### src/rtl/operand_fetch.sv
// Operand-fetch stage: drives the sync RF read ports, captures 1-cycle read data,
// and bypasses writebacks that collide with the read or land while operands stall.
module operand_fetch_src #(
    parameter int XLEN  = 32,
    parameter int depth = 5
) (
    input  logic             clk,
    input  logic             rst_n,
    input  logic             accept_i,
    input  logic             fresh_i,
    input  logic             busy_i,
    input  logic [depth-1:0] in_addr_i,
    input  logic             wb_we_i,
    input  logic [depth-1:0] wb_addr_i,
    input  logic [XLEN-1:0]  wb_data_i,
    input  logic [XLEN-1:0]  rf_data_i,
    output logic [depth-1:0] rf_addr_o,
    output logic [depth-1:0] addr_o,
    output logic [XLEN-1:0]  data_o
);
    logic [depth-1:0] addr_q;
    logic             cap_q;
    logic [XLEN-1:0]  capd_q;
    logic [XLEN-1:0]  hold_q;
    logic [XLEN-1:0]  base;

    // A write on the accept edge is missed by the sync read, so grab it here.
    always_ff @(posedge clk or negedge rst_n) begin
        if (!rst_n) begin
            addr_q <= '0;
            cap_q  <= 1'b0;
            capd_q <= '0;
            hold_q <= '0;
        end else begin
            if (accept_i) begin
                addr_q <= in_addr_i;
                cap_q  <= wb_we_i && (wb_addr_i == in_addr_i) && (wb_addr_i != '0);
                capd_q <= wb_data_i;
            end
            if (busy_i)
                hold_q <= data_o;
        end
    end

    always_comb begin
        base = hold_q;
        if (fresh_i)
            base = cap_q ? capd_q : rf_data_i;
        data_o = base;
        if (addr_q == '0)
            data_o = '0;
        else if (wb_we_i && (wb_addr_i == addr_q))
            data_o = wb_data_i;
    end

    assign rf_addr_o = accept_i ? in_addr_i : addr_q;
    assign addr_o    = addr_q;
endmodule

module operand_fetch #(
    parameter int XLEN  = 32,
    parameter int depth = 5,
    parameter int TAG_W = 32
) (
    input  logic             clk,
    input  logic             rst_n,
    input  logic             flush,
    input  logic             in_valid,
    output logic             in_ready,
    input  logic [depth-1:0] in_rs1_addr,
    input  logic [depth-1:0] in_rs2_addr,
    input  logic [TAG_W-1:0] in_tag,
    output logic [depth-1:0] rf_rs1_addr,
    output logic [depth-1:0] rf_rs2_addr,
    input  logic [XLEN-1:0]  rf_rs1_data,
    input  logic [XLEN-1:0]  rf_rs2_data,
    input  logic             wb_we,
    input  logic [depth-1:0] wb_addr,
    input  logic [XLEN-1:0]  wb_data,
    output logic             out_valid,
    input  logic             out_ready,
    output logic [depth-1:0] out_rs1_addr,
    output logic [depth-1:0] out_rs2_addr,
    output logic [XLEN-1:0]  out_rs1_data,
    output logic [XLEN-1:0]  out_rs2_data,
    output logic [TAG_W-1:0] out_tag
);
    localparam int NSRC = 2;

    typedef enum logic [1:0] {EMPTY = 2'd0, FRESH = 2'd1, HELD = 2'd2} state_t;

    state_t                       state_q, state_d;
    logic                         accept;
    logic [TAG_W-1:0]             tag_q;
    logic [NSRC-1:0][depth-1:0]   src_in_addr, src_rf_addr, src_out_addr;
    logic [NSRC-1:0][XLEN-1:0]    src_rf_data, src_out_data;

    always_ff @(posedge clk or negedge rst_n) begin
        if (!rst_n)
            state_q <= EMPTY;
        else
            state_q <= state_d;
    end

    always_comb begin
        state_d = state_q;
        if (flush)
            state_d = EMPTY;
        else if (accept)
            state_d = FRESH;
        else if (state_q != EMPTY && out_ready)
            state_d = EMPTY;
        else if (state_q != EMPTY)
            state_d = HELD;
    end

    always_comb begin
        out_valid = (state_q != EMPTY);
        in_ready  = !flush && (!out_valid || out_ready);
        accept    = in_valid && in_ready;
    end

    always_ff @(posedge clk or negedge rst_n) begin
        if (!rst_n)
            tag_q <= '0;
        else if (accept)
            tag_q <= in_tag;
    end

    assign src_in_addr = {in_rs2_addr, in_rs1_addr};
    assign src_rf_data = {rf_rs2_data, rf_rs1_data};

    for (genvar g = 0; g < NSRC; g++) begin : g_src
        operand_fetch_src #(.XLEN(XLEN), .depth(depth)) u_src (
            .clk       (clk),
            .rst_n     (rst_n),
            .accept_i  (accept),
            .fresh_i   (state_q == FRESH),
            .busy_i    (state_q != EMPTY),
            .in_addr_i (src_in_addr[g]),
            .wb_we_i   (wb_we),
            .wb_addr_i (wb_addr),
            .wb_data_i (wb_data),
            .rf_data_i (src_rf_data[g]),
            .rf_addr_o (src_rf_addr[g]),
            .addr_o    (src_out_addr[g]),
            .data_o    (src_out_data[g])
        );
    end

    assign rf_rs1_addr  = src_rf_addr[0];
    assign rf_rs2_addr  = src_rf_addr[1];
    assign out_rs1_addr = src_out_addr[0];
    assign out_rs2_addr = src_out_addr[1];
    assign out_rs1_data = src_out_data[0];
    assign out_rs2_data = src_out_data[1];
    assign out_tag      = tag_q;
endmodule

### config.mk
export PLATFORM = sky130hd
export DESIGN_NAME = operand_fetch
export DESIGN_NICKNAME = d
export VERILOG_FILES = /design/src/rtl/operand_fetch.sv
export SDC_FILE = /design/constraint.sdc
export NUM_CORES = 1
export LEC_CHECK = 0
export CORE_ASPECT_RATIO = 1.75
export CORE_UTILIZATION = 55
export DETAILED_ROUTE_END_ITERATION = 7
export GPL_TIMING_DRIVEN = 0
export PLACE_DENSITY = 0.93
export SKIP_LAST_GASP = 1
export SLEW_MARGIN = 10
export SYNTH_ARGS = -nofsm -noshare
export SYNTH_HDL_FRONTEND = slang
export SYNTH_HIERARCHICAL = 1
export SYNTH_SLANG_ARGS = --single-unit
### constraint.sdc
create_clock -name clk -period 5.3 [get_ports clk]
set_input_delay 1.59 -clock clk [delete_from_list [all_inputs] [get_ports clk]]
set_output_delay 1.59 -clock clk [all_outputs]
set_load 0.01 [all_outputs]
[After elaboration in Yosys (flattened, before gate mapping)]
Index checks and enable logic that the tools add are counted.
Cells by class
  equality and inequality tests: 5
  mux-type cells: 14
  reduce and logical (&&, ||, !) cells: 17
Operators with widths (number)
  $mux 32: 8
  $eq 5x5->1: 4
  $logic_not 5->1: 2
  $mux 5: 2
  $logic_and 1x1->1: 9
  $mux 2: 4
  $reduce_bool 5->1: 1
  $reduce_bool 4->1: 1
  $eq 2x1->1 const B: 1
  $logic_not 1->1: 2
  $reduce_bool 2->1: 1
  $logic_or 1x1->1: 1
Word-level totals
  flip-flop bits (word level): 142
  output and inout port bits: 118

[Longest topological paths before layout]
Gate-level depths: netlist (run 1).
  word-level depth: 7
  depth in mapped cells: 7
  depth with buffers taken out: 5

[Modules after synthesis]
Netlist (run 1), hierarchy kept.
Modules (own cells, without submodules)
  operand_fetch_src: instances 2, cells each 574, area an instance 4770.8 um^2, seq. area each 1751.7 um^2
  operand_fetch: instances 1, cells each 77, area an instance 1418.9 um^2, seq. area each 850.8 um^2

[Worst setup path before layout (run 1)]
Ideal clock, no wire load.
  path type: input port to output port
  start: input port out_ready
  end: output port rf_rs1_addr[1]
  data arrival time: 2874 ps
  path slack: 836 ps
  cell stages on the path: 6
  buffers on the path: 2
  cell sequence: o21bai_4 nand3b_4 buf_6 inv_1 clkbuf_1 mux2_2
Between the ends
  word-level cells in the longest chain between the ends: 4
Ends and longest elaborated chain
  start: declaration: RTL line 81  | input logic out_ready,
  $logic_or 1x1->1: RTL line 119  | in_ready = !flush && (!out_valid || out_ready);
  $logic_and 1x1->1: RTL line 119
  $logic_and 1x1->1: RTL line 120  | accept = in_valid && in_ready;
  via accept: RTL line 93  | logic accept;
  $mux 5
  end: declaration: RTL line 73  | output logic [depth-1:0] rf_rs1_addr,
The timed path passes the listed nets, and every way through them passes these cells.

[Final worst setup path (run 1)]
  start: input port wb_addr[3]
  end: output port out_rs1_data[12]
Between the ends
  word-level cells in the longest chain between the ends: 4
Ends and longest elaborated chain
  start: declaration: RTL line 78  | input logic [depth-1:0] wb_addr,
  $eq 5x5->1: RTL line 52  | else if (wb_we_i && (wb_addr_i == addr_q))
  $logic_and 1x1->1: RTL line 52
  $mux 32: RTL line 52
  $mux 32: RTL line 50  | if (addr_q == '0)
  end: declaration: RTL line 84  | output logic [XLEN-1:0] out_rs1_data,
No other way between the ends.

==> flow_summary_export.csv, run 1 <==
group,metric,value,unit
yosys,synth_edf_count,0,
clocking,cts_sinks,174,
clocking,cts_max_level,4,
sta,fin_ws,-0.03528,ns
setup_path,crit_path_end_kind,"primary output",
sta,tightest_slew,0.7161,ns
outcome,outcome,"finished with violations",
outcome,violations,"setup timing",
global_routing,grt_pass1_vias,11809,
yosys,synth_top_area_share,39.73,%
global_routing,grt_util_all_layers,40.89,%
drt,wirelength,40.00,mm
drt,dr.first_iter.drc_count,1166,
yosys,ys_warn_count,6,
sta,fin_worst_skew,0.01070,ns
sta,final.period_utilization,100.7,%
drt,wire_per_inst,22.51,microns
sta,hold_viol_final,0,
yosys,syn_area_per_cell,8.947,sq um
cells_and_area,finalNonFillerCells,1777,
place,gp_congestion,0.9770,
cells_and_area,diodes,0,
drt,drcViolationCount,0,
yosys,synth_area_leaders,"dfrtp_1, a21oi_1, mux2_2",
cells_and_area,post-route-util,75.03,%
place,dp_hpwl,28.45,mm
yosys,yosysMostFrequentCell,"a21oi_1",
clocking,clockBufferDepth,2,
floorplanning,dieArea,20520,sq um
cells_and_area,layout-drive-gt1-share,16.12,%
clocking,hold_buffers,0,
yosys,yosysUniqueCellTypes,37,
setup_path,worstPathArrival,3.75,ns
sta,finalSetupViolations,3,
clocking,clk_pin_slew,0.06,ns
place,dp_slack,-0.7238,ns
place,dpl.cell_count,1737,
floorplanning,coreArea,19650,sq um
yosys,ys_async_sr_fraction,100.0,%
clocking,cts_tree,"done",
drt,vias,11418,
setup_path,r2r_cells,7,
clocking,root_buffer,"clkbuf_16",
yosys,yosys-top-cells-count,"a21oi_1, dfrtp_1, nand2_1",
setup_path,critical_path_class,"input port to primary output",
power_and_ir_drop,power.leakage,6.218,nW
yosys,synth_flop_cell,"dfrtp_1",
drt,viasPerCell,6.425,
sta,rsz0062_at_grt,"yes",
yosys,synthesis.nets,1374,
global_routing,grt_max_degree,98,
setup_path,start_kind,"input port",
power_and_ir_drop,ir_worst_vdd,0.0002617,V
cells_and_area,synthToLayoutAreaGrowth,34.53,%
sta,slew_violations,0,
yosys,syn_inst,1225,
sta,clock.fmax,187.4,MHz
setup_path,worstPathRequired,3.71,ns
sta,slew_headroom,52.11,%
floorplanning,dieHeight,188.7,microns
yosys,yosysSeqAreaShare,39.73,%
global_routing,grt_remaining_overflow,0,
floorplanning,die_x,108.7,microns
floorplanning,pin_count,267,
place,portBuffers,266,
floorplanning,rows,68,
sta,setup_tns,-0.04448,ns
floorplanning,start_util,55.77,%
global_routing,antenna_found_initial,0,
cells_and_area,finalNetCount,1669,
cells_and_area,fill_cells,1326,
setup_path,cp_max_fo,10,
yosys,ys_ff_latch,174,
power_and_ir_drop,p_per_area,342.4,nW/um^2
min_path,hold_class,"flip-flop to flip-flop",
min_path,whs_path_depth,1,
yosys,yosysTopAreaCell,"dfrtp_1",
clocking,clock_latency,0.45,ns
sta,fin_crit,5.335,ns
global_routing,grt_pass1_wl,62.59,mm
clocking,cts_made_buffers,17,
drt,dr.pass1.iters,8,
run,maxCapViolCount,0,
drt,ant_nets,0,
yosys,syn-cell-area,10960,sq um
[stage by stage]
| step | hold slack (ns) | power [mW] | cell area [sq um] |
|---|---|---|---|
| after floorplan | 0.4805 | 2.864 | 10960 |
| after global placement | 0.4883 | 3.712 | 13930 |
| after detailed placement | 0.4956 | 3.785 | 13960 |
| after CTS | 0.5106 | 5.001 | 14640 |
| after global routing | 0.5209 | 5.276 | 14750 |
| final | 0.5066 | 5.048 | 14750 |
[flip-flops by register name, summed over array words and instances, names as in the netlist]
signal,cells
out_tag,32
state_q,2
g_src.u_src/capd_q,64
g_src.u_src/hold_q,64
g_src.u_src/addr_o,10
g_src.u_src/cap_q,2
[cells by family (layout without fill, tap and decap cells)]
group                     count (synthesis)  count (layout)  share of synthesized area [%]
buffers and inverters                   189             496                          7.888
and+or+nand+nor                         345             345                          14.75
AOI/OAI and AO/OA                       331             331                          18.71
DFF                                     174             174                          39.73
xor gates and xnor gates                 18              18                          1.438
muxes                                   168             168                          17.49
[critical path: stages]
cell	delay, ns
clkdlybuf4s15_2	0.29
xor2_1	0.25
or4_4	0.59
clkbuf_4	0.20
o21ai_0	0.16
a21oi_1	0.13
clkdlybuf4s50_1	0.51
[area by class of cell]
type	count	area, sq um	share of cell area, %
tap	245	306.5	2.079
inverter	72	274.0	1.858
timing repair buffer	278	2778	18.84
multi-input combinational	862	5801	39.34
sequential	174	4354	29.53
clock inverter	10	113.9	0.7722
clock buffer	21	470.5	3.190
buffer	115	648.1	4.395
[timing repair]
action / CTS / global route
setup endpoints to repair: 74 / 29
buffers inserted: 10 / 1
gates resized for setup: 100 / 43
pin swaps: 4 / 3
[placed cells by master, fill, tap and decap left out, types with 26 or more instances in the layout]
cell | netlist | routed
nand2_1 | 132 | 130
dfrtp_1 | 174 | 174
o21ai_0 | 68 | 61
a21oi_1 | 192 | 188
dlymetal6s2s_1 | 0 | 26
o221ai_1 | 44 | 44
clkbuf_1 | 70 | 56
nor2_1 | 65 | 65
nand3_1 | 128 | 128
dlygate4sd2_1 | 0 | 47
clkdlybuf4s50_1 | 0 | 187
mux2_4 | 28 | 28
mux2i_1 | 64 | 64
mux2_2 | 76 | 76
inv_1 | 70 | 69
[metal layers]
layer	GRT usage (%)	wire length, microns	vias to the layer above
li1	-	-	4905
met2	66.82	19640	934
met5	0	0	-
met4	32.95	3905	0
met1	42.75	12620	5302
met3	12.04	3823	277
[worst paths after layout]
check                                                           start                                    end  slack (ns)
worst max-delay path                                       wb_addr[3]                       out_rs1_data[12]       -0.04
worst min-delay path            g_src[0].u_src/capd_q[15]$_DFFE_PN0P_  g_src[0].u_src/capd_q[15]$_DFFE_PN0P_        0.51
worst max register to register                 state_q[0]$_DFFE_PN0P_  g_src[1].u_src/hold_q[24]$_DFFE_PN0P_        2.88
worst min register to register  g_src[0].u_src/capd_q[15]$_DFFE_PN0P_  g_src[0].u_src/capd_q[15]$_DFFE_PN0P_        0.51
max in group asynchronous                                       rst_n  g_src[1].u_src/hold_q[27]$_DFFE_PN0P_        3.26
min in group asynchronous                                       rst_n  g_src[0].u_src/capd_q[30]$_DFFE_PN0P_        1.11
[power by group]
group          switching [mW]  internal [mW]
Combinational            1.04          0.920
Sequential              0.189           1.62
Clock                   0.547          0.726
Power figures use the tool's default switching activity.
==> run 2: changes to the inputs <==
--- a/config.mk
+++ b/config.mk
@@ -5,11 +5,12 @@
 export SDC_FILE = /design/constraint.sdc
 export NUM_CORES = 1
 export LEC_CHECK = 0
+export ABC_AREA = 1
 export CORE_ASPECT_RATIO = 1.75
 export CORE_UTILIZATION = 55
 export DETAILED_ROUTE_END_ITERATION = 7
 export GPL_TIMING_DRIVEN = 0
-export PLACE_DENSITY = 0.93
+export PLACE_DENSITY = 0.86
 export SKIP_LAST_GASP = 1
 export SLEW_MARGIN = 10
 export SYNTH_ARGS = -nofsm -noshare
==> run 2 against run 1 <==
  * The run now ends clean
  * Register-to-register slack improved by 0.22 ns
  * Combinational power fell by 9.7%
  * Clock-buffer cell count fell by 2
  * Non-clock buffer count fell by 20
  * Routed wire length fell by 6.9%
  * Fmax rose by 1.6%
  * Clock power barely moved
  * Cell count rose by 11%
  * Critical path type unchanged
  * Critical endpoint is now out_rs2_data[28]
  * Largest cell class unchanged
  * Largest power group unchanged
==> flow_summary_export.csv, run 2 <==
group,metric,value,unit
power_and_ir_drop,p_comb_share,37.3,%
min_path,hold_class,"flip-flop to flip-flop",
floorplanning,die_x,107.8,microns
sta,fin_ws,0.04626,ns
place,gp_congestion,0.9170,
yosys,syn_area_per_cell,7.583,sq um
clocking,clockBufferDepth,2,
setup_path,cpMaxStageDelayCell,"clkdlybuf4s50_1",
sta,clock.fmax,190.3,MHz
drt,drcViolationCount,0,
sta,tightest_slew,0.7161,ns
cells_and_area,multi_input_area,5116,sq um
cells_and_area,synthToLayoutAreaGrowth,35.83,%
global_routing,grt_util_all_layers,37.57,%
cells_and_area,stdcell_area,14640,sq um
place,dp_slack,-1.024,ns
power_and_ir_drop,finalPower,4.751,mW
floorplanning,dieHeight,187.2,microns
setup_path,crit_path_end_kind,"primary output",
drt,dr.pass1.iters,5,
sta,slew_violations,0,
floorplanning,start_util,56.13,%
global_routing,met2_usage,61.93,%
yosys,yosysMostFrequentCell,"nand2_1",
yosys,synth_area_leaders,"dfrtp_1, nand2_1, o21ai_0",
global_routing,antenna_found_initial,2,
yosys,ys_ff_latch,174,
cells_and_area,layout_common_cells,"nand2_1, clkdlybuf4s50_1, dfrtp_1",
clocking,clock_latency,0.45,ns
yosys,yosysUniqueCellTypes,31,
yosys,ys_async_sr_fraction,100.0,%
place,dp_hpwl,27.15,mm
power_and_ir_drop,internal_power,3.053,mW
yosys,ys_warn_count,6,
cells_and_area,finalNetCount,1861,
sta,hold_viol_final,0,
place,portBuffers,265,
setup_path,path_buf_inv,4,
sta,setup_tns,0,ns
power_and_ir_drop,power.leakage,7.385,nW
floorplanning,coreArea,19200,sq um
setup_path,crit_path_max_incr_delay,0.58,ns
drt,vias,11372,
yosys,synth_flop_cell,"dfrtp_1",
yosys,synth_top_area_share,40.41,%
power_and_ir_drop,ir_worst_vdd,0.0002123,V
sta,slew_headroom,52.26,%
setup_path,cpLargestDelayFamily,"buffers and inverters",
sta,fin_worst_skew,0.01063,ns
floorplanning,rows,67,
setup_path,r2r_cells,9,
setup_path,worstPathCellList,"clkdlybuf4s50_1, inv_1, a21oi_2, nand2_2, nor2_8, buf_8, nand3_2, a21oi_1, clkdlybuf4s50_1",
clocking,cts_sinks,174,
place,dpl.cell_count,1928,
cells_and_area,fill_cells,1418,
sta,final.period_utilization,99.13,%
cells_and_area,register_area,4354,sq um
drt,viasPerCell,5.778,
setup_path,critical_path_class,"input port to primary output",
power_and_ir_drop,p_per_area,324.6,nW/um^2
power_and_ir_drop,clkPwrFrac,26.3,%
power_and_ir_drop,sw_frac_of_total,35.73,%
setup_path,worstPathRequired,3.71,ns
yosys,yosysTopAreaCell,"dfrtp_1",
setup_path,worstPathArrival,3.66,ns
global_routing,grt.busiest_layer,"met2",
sta,finalSetupViolations,0,
global_routing,grt_max_degree,93,
global_routing,met1_usage,39.76,%
yosys,syn_inst,1421,
clocking,cts_made_buffers,17,
drt,ant_nets,0,
drt,wirelength,37.22,mm
floorplanning,pin_count,267,
yosys,syn-cell-area,10780,sq um
cells_and_area,layout_commonest_cell,"nand2_1",
clocking,cts_max_level,4,
global_routing,grt_pass1_vias,11321,
global_routing,grt_remaining_overflow,0,
clocking,root_buffer,"clkbuf_16",
min_path,whs_path_depth,2,
sta,hold_slack,0.4733,ns
run,maxCapViolCount,0,
power_and_ir_drop,switchingPower,1.697,mW
cells_and_area,layout-drive-gt1-share,16.52,%
setup_path,rrSetupSlack,3.10,ns
global_routing,use_met3,8.711,%
yosys,synthesis.nets,1570,
setup_path,timing.critical_path.mode_cell,"clkdlybuf4s50_1",
outcome,outcome,"finished clean",
place,placed_cell_area,13760,sq um
yosys,yosysSeqAreaShare,40.41,%
setup_path,cp_num_cells,9,
yosys,yosys-top-cells-count,"nand2_1, dfrtp_1, inv_1",
global_routing,grt_pass1_wl,57.30,mm
floorplanning,dieArea,20180,sq um
setup_path,cp_max_fo,10,
drt,dr.first_iter.drc_count,887,
drt,wire_per_inst,18.91,microns
power_and_ir_drop,p_seq_share,36.4,%
yosys,synth_edf_count,0,
cells_and_area,post-route-util,76.24,%
cells_and_area,finalNonFillerCells,1968,
clocking,cts_tree,"done",
sta,fin_crit,5.254,ns
clocking,clk_pin_slew,0.07,ns
setup_path,start_kind,"input port",
[run 2: area by class of cell]
| type | instances | share of cell area [%] |
|---|---|---|
| antenna | 2 | 0.03419 |
| buffer | 101 | 5.445 |
| clock buffer | 19 | 3.026 |
| clock inverter | 13 | 0.8890 |
| inverter | 166 | 4.291 |
| multi-input combinational | 980 | 34.95 |
| sequential | 174 | 29.75 |
| tap | 241 | 2.060 |
| timing repair buffer | 272 | 19.55 |
[run 2: metal layers]
layer | up-vias | routed length (microns)
met1 | 5321 | 12210
met4 | 0 | 3368
met5 | - | 0
li1 | 5181 | -
met2 | 687 | 18510
met3 | 183 | 3126
[run 2: worst paths after layout]
path | to | startpoint
max | out_rs2_data[28] | wb_we
min | out_tag[19]$_DFFE_PN0P_ | out_tag[19]$_DFFE_PN0P_
max reg2reg | g_src[0].u_src/cap_q$_DFFE_PN0P_ | state_q[0]$_DFFE_PN0P_
min reg2reg | out_tag[19]$_DFFE_PN0P_ | out_tag[19]$_DFFE_PN0P_
max in group asynchronous | g_src[0].u_src/hold_q[13]$_DFFE_PN0P_ | rst_n
min in group asynchronous | out_tag[27]$_DFFE_PN0P_ | rst_n
[run 2: cell families after synthesis]
group / after synthesis / synth area share [%]
compound gates: 278 / 14.64
flops: 174 / 40.41
buf+inv: 267 / 12.63
xor+xnor: 4 / 0.3251
simple gates: 698 / 31.99
[run 2: what timing repair did]
item / in CTS / in global routing
pin swaps: 1 / 0
gates resized for setup: 54 / 57
endpoints found under the setup margin: 72 / 56
hold buffers: 0 / 0
setup buffers: 2 / 3
gates cloned: 0 / 1
[run 2: power groups by stage]
stage | Sequential (mW) | Combinational (mW) | Clock, mW
after floorplan | 1.74 | 0.926 | 0
after global placement | 1.74 | 1.70 | 0
after detailed placement | 1.74 | 1.74 | 0
after CTS | 1.72 | 1.76 | 1.26
after global routing | 1.75 | 1.93 | 1.32
final | 1.73 | 1.77 | 1.25
[run 2: worst min-delay path: stages, from the launching register on]
cell,delay (ns)
dfrtp_1,0.35
nand2_1,0.05
nand2_1,0.04
==> run 3: changes to the inputs <==
--- a/config.mk
+++ b/config.mk
@@ -7,10 +7,10 @@
 export LEC_CHECK = 0
 export ABC_AREA = 1
 export CORE_ASPECT_RATIO = 1.75
-export CORE_UTILIZATION = 55
+export CORE_UTILIZATION = 51
 export DETAILED_ROUTE_END_ITERATION = 7
 export GPL_TIMING_DRIVEN = 0
-export PLACE_DENSITY = 0.86
+export PLACE_DENSITY = 0.8
 export SKIP_LAST_GASP = 1
 export SLEW_MARGIN = 10
 export SYNTH_ARGS = -nofsm -noshare
==> constraint.sdc (replaced) <==
create_clock -name clk -period 5.9 [get_ports clk]
set_input_delay 1.77 -clock clk [delete_from_list [all_inputs] [get_ports clk]]
set_output_delay 1.77 -clock clk [all_outputs]
set_load 0.01 [all_outputs]
==> run 3 against run 2 <==
  * The flow now finishes with violations (DRC)
  * Critical path depth is the same
  * Power down 9.1%
  * Routed wire length down 0.70%
  * Clock-buffer cell count rose by 1
  * Sequential share of layout area increased by 0.42 points
==> flow_summary_export.csv, run 3 (synthesized netlist as in run 2, its figures left out) <==
group,metric,value,unit
drt,vias,11045,
sta,slew_headroom,54.49,%
sta,tightest_slew,0.6826,ns
sta,slew_violations,0,
setup_path,crit_path_end_kind,"primary output",
drt,dr.pass1.iters,7,
clocking,clockBufferDepth,2,
setup_path,cpLargestDelayFamily,"buffers and inverters",
floorplanning,dieHeight,194.3,microns
outcome,outcome,"finished with violations",
floorplanning,start_util,51.69,%
drt,drcViolationCount,15,
min_path,hold_class,"flip-flop to flip-flop",
global_routing,grt_pass1_wl,57.13,mm
run,maxCapViolCount,0,
sta,fin_worst_skew,0.006318,ns
sta,clock.fmax,171.5,MHz
clocking,cts_max_level,4,
drt,wire_per_inst,18.74,microns
setup_path,start_kind,"input port",
floorplanning,die_x,111.9,microns
drt,viasPerCell,5.601,
clocking,hold_buffers,0,
global_routing,grt_remaining_overflow,0,
floorplanning,rows,70,
setup_path,worstPathRequired,4.13,ns
clocking,root_buffer,"clkbuf_16",
global_routing,grt_pass1_vias,11165,
setup_path,worstPathCellList,"clkdlybuf4s50_1, inv_1, a21oi_2, nand2_2, nor2_8, buf_8, nand3_2, a21oi_1, clkdlybuf4s50_1",
power_and_ir_drop,clkPwrFrac,27.4,%
global_routing,grt_max_degree,93,
sta,hold_viol_final,0,
setup_path,cp_max_fo,10,
global_routing,grt_util_all_layers,34.50,%
drt,topRoutingLayerUsed,"met4",
cells_and_area,finalNetCount,1856,
clocking,cts_sinks,174,
drt,met3_length,2.560,mm
floorplanning,coreArea,20850,sq um
cells_and_area,layout-drive-gt1-share,15.58,%
setup_path,critical_path_class,"input port to primary output",
setup_path,path_buf_inv,4,
cells_and_area,synthToLayoutAreaGrowth,33.94,%
clocking,cts_made_buffers,17,
drt,met1_length,12.62,mm
power_and_ir_drop,power.leakage,6.706,nW
power_and_ir_drop,p_per_area,299.1,nW/um^2
power_and_ir_drop,internal_power,2.834,mW
sta,fin_crit,5.830,ns
drt,wl_met2,18.39,mm
cells_and_area,diodes,0,
cells_and_area,finalNonFillerCells,1972,
sta,finalSetupViolations,0,
clocking,clock_latency,0.44,ns
cells_and_area,post-route-util,69.24,%
sta,rsz0062_at_grt,"no",
place,portBuffers,265,
outcome,violations,"DRC",
global_routing,antenna_found_initial,0,
power_and_ir_drop,switchingPower,1.483,mW
place,dpl.cell_count,1939,
place,gp_congestion,0.9071,
power_and_ir_drop,p_seq_share,35.9,%
clocking,clk_pin_slew,0.07,ns
clocking,cts_tree,"done",
sta,setup_tns,0,ns
drt,dr.first_iter.drc_count,773,
setup_path,timing.critical_path.mode_cell,"clkdlybuf4s50_1",
cells_and_area,stdcell_area,14430,sq um
floorplanning,dieArea,21740,sq um
setup_path,worstPathArrival,4.06,ns
place,dp_slack,-0.7269,ns
floorplanning,pin_count,267,
power_and_ir_drop,sw_frac_of_total,34.35,%
place,dp_hpwl,27.56,mm
cells_and_area,layout_common_cells,"nand2_1, clkdlybuf4s50_1, dfrtp_1",
sta,fin_ws,0.07025,ns
drt,ant_nets,0,
power_and_ir_drop,p_comb_share,36.7,%
setup_path,crit_path_max_incr_delay,0.62,ns
power_and_ir_drop,ir_worst_vdd,0.0002106,V
setup_path,cpMaxStageDelayCell,"clkdlybuf4s50_1",
drt,wirelength,36.96,mm
sta,final.period_utilization,98.81,%
cells_and_area,layout_commonest_cell,"nand2_1",
place,placed_cell_area,13780,sq um
run 3: power by group through the flow:
stage	logic, mW	clock network (mW)	registers (mW)
6_report	1.58	1.18	1.55
5_1_grt	1.72	1.24	1.57
4_1_cts	1.57	1.20	1.55
3_5_place_dp	1.56	0	1.57
3_3_place_gp	1.53	0	1.56
2_1_floorplan	0.832	0	1.56
run 3: tightest hold or removal path, delay by kind of cell, from the launching register on:
family           cells  cell delay (ns)
AND/OR/NAND/NOR      2             0.10
flip-flops           1             0.34
run 3: final timing paths:
path | from | to | slack [ns] | depth (start not counted)
max | wb_addr[3] | out_rs1_data[17] | 0.07 | 9
min | out_tag[17]$_DFFE_PN0P_ | out_tag[17]$_DFFE_PN0P_ | 0.47 | 2
max reg2reg | state_q[0]$_DFFE_PN0P_ | g_src[0].u_src/hold_q[3]$_DFFE_PN0P_ | 3.93 | 9
min reg2reg | out_tag[17]$_DFFE_PN0P_ | out_tag[17]$_DFFE_PN0P_ | 0.47 | 2
max in group asynchronous | rst_n | g_src[0].u_src/hold_q[28]$_DFFE_PN0P_ | 3.70 | 2
min in group asynchronous | rst_n | g_src[1].u_src/hold_q[12]$_DFFE_PN0P_ | 1.30 | 1
run 3: stage by stage:
stage	hold WS (ns)	total power, mW
detailed placement	0.4581	3.127
CTS	0.4744	4.323
floorplan	0.4491	2.392
finish	0.4706	4.317
global route	0.4880	4.539
global placement	0.4532	3.089
run 3: timing repair:
item	CTS	global route
pin swaps	1	1
setup buffers	0	2
resized for setup	26	5
setup endpoints to repair	11	16
run 3: cell type report:
class / count / area, sq um
Fill cell: 1787 / 6412
Multi-Input combinational cell: 980 / 5075
Sequential cell: 174 / 4354
Timing Repair Buffer: 268 / 2701
Buffer: 100 / 755.7
Inverter: 166 / 624.3
Clock buffer: 20 / 446.7
Tap cell: 252 / 315.3
Clock inverter: 12 / 160.2
run 3: routing by layer:
layer | up-vias | global-route usage (%)
met5 | - | 0
li1 | 5168 | -
met3 | 161 | 6.377
met2 | 573 | 59.79
met1 | 5143 | 35.32
met4 | 0 | 29.98
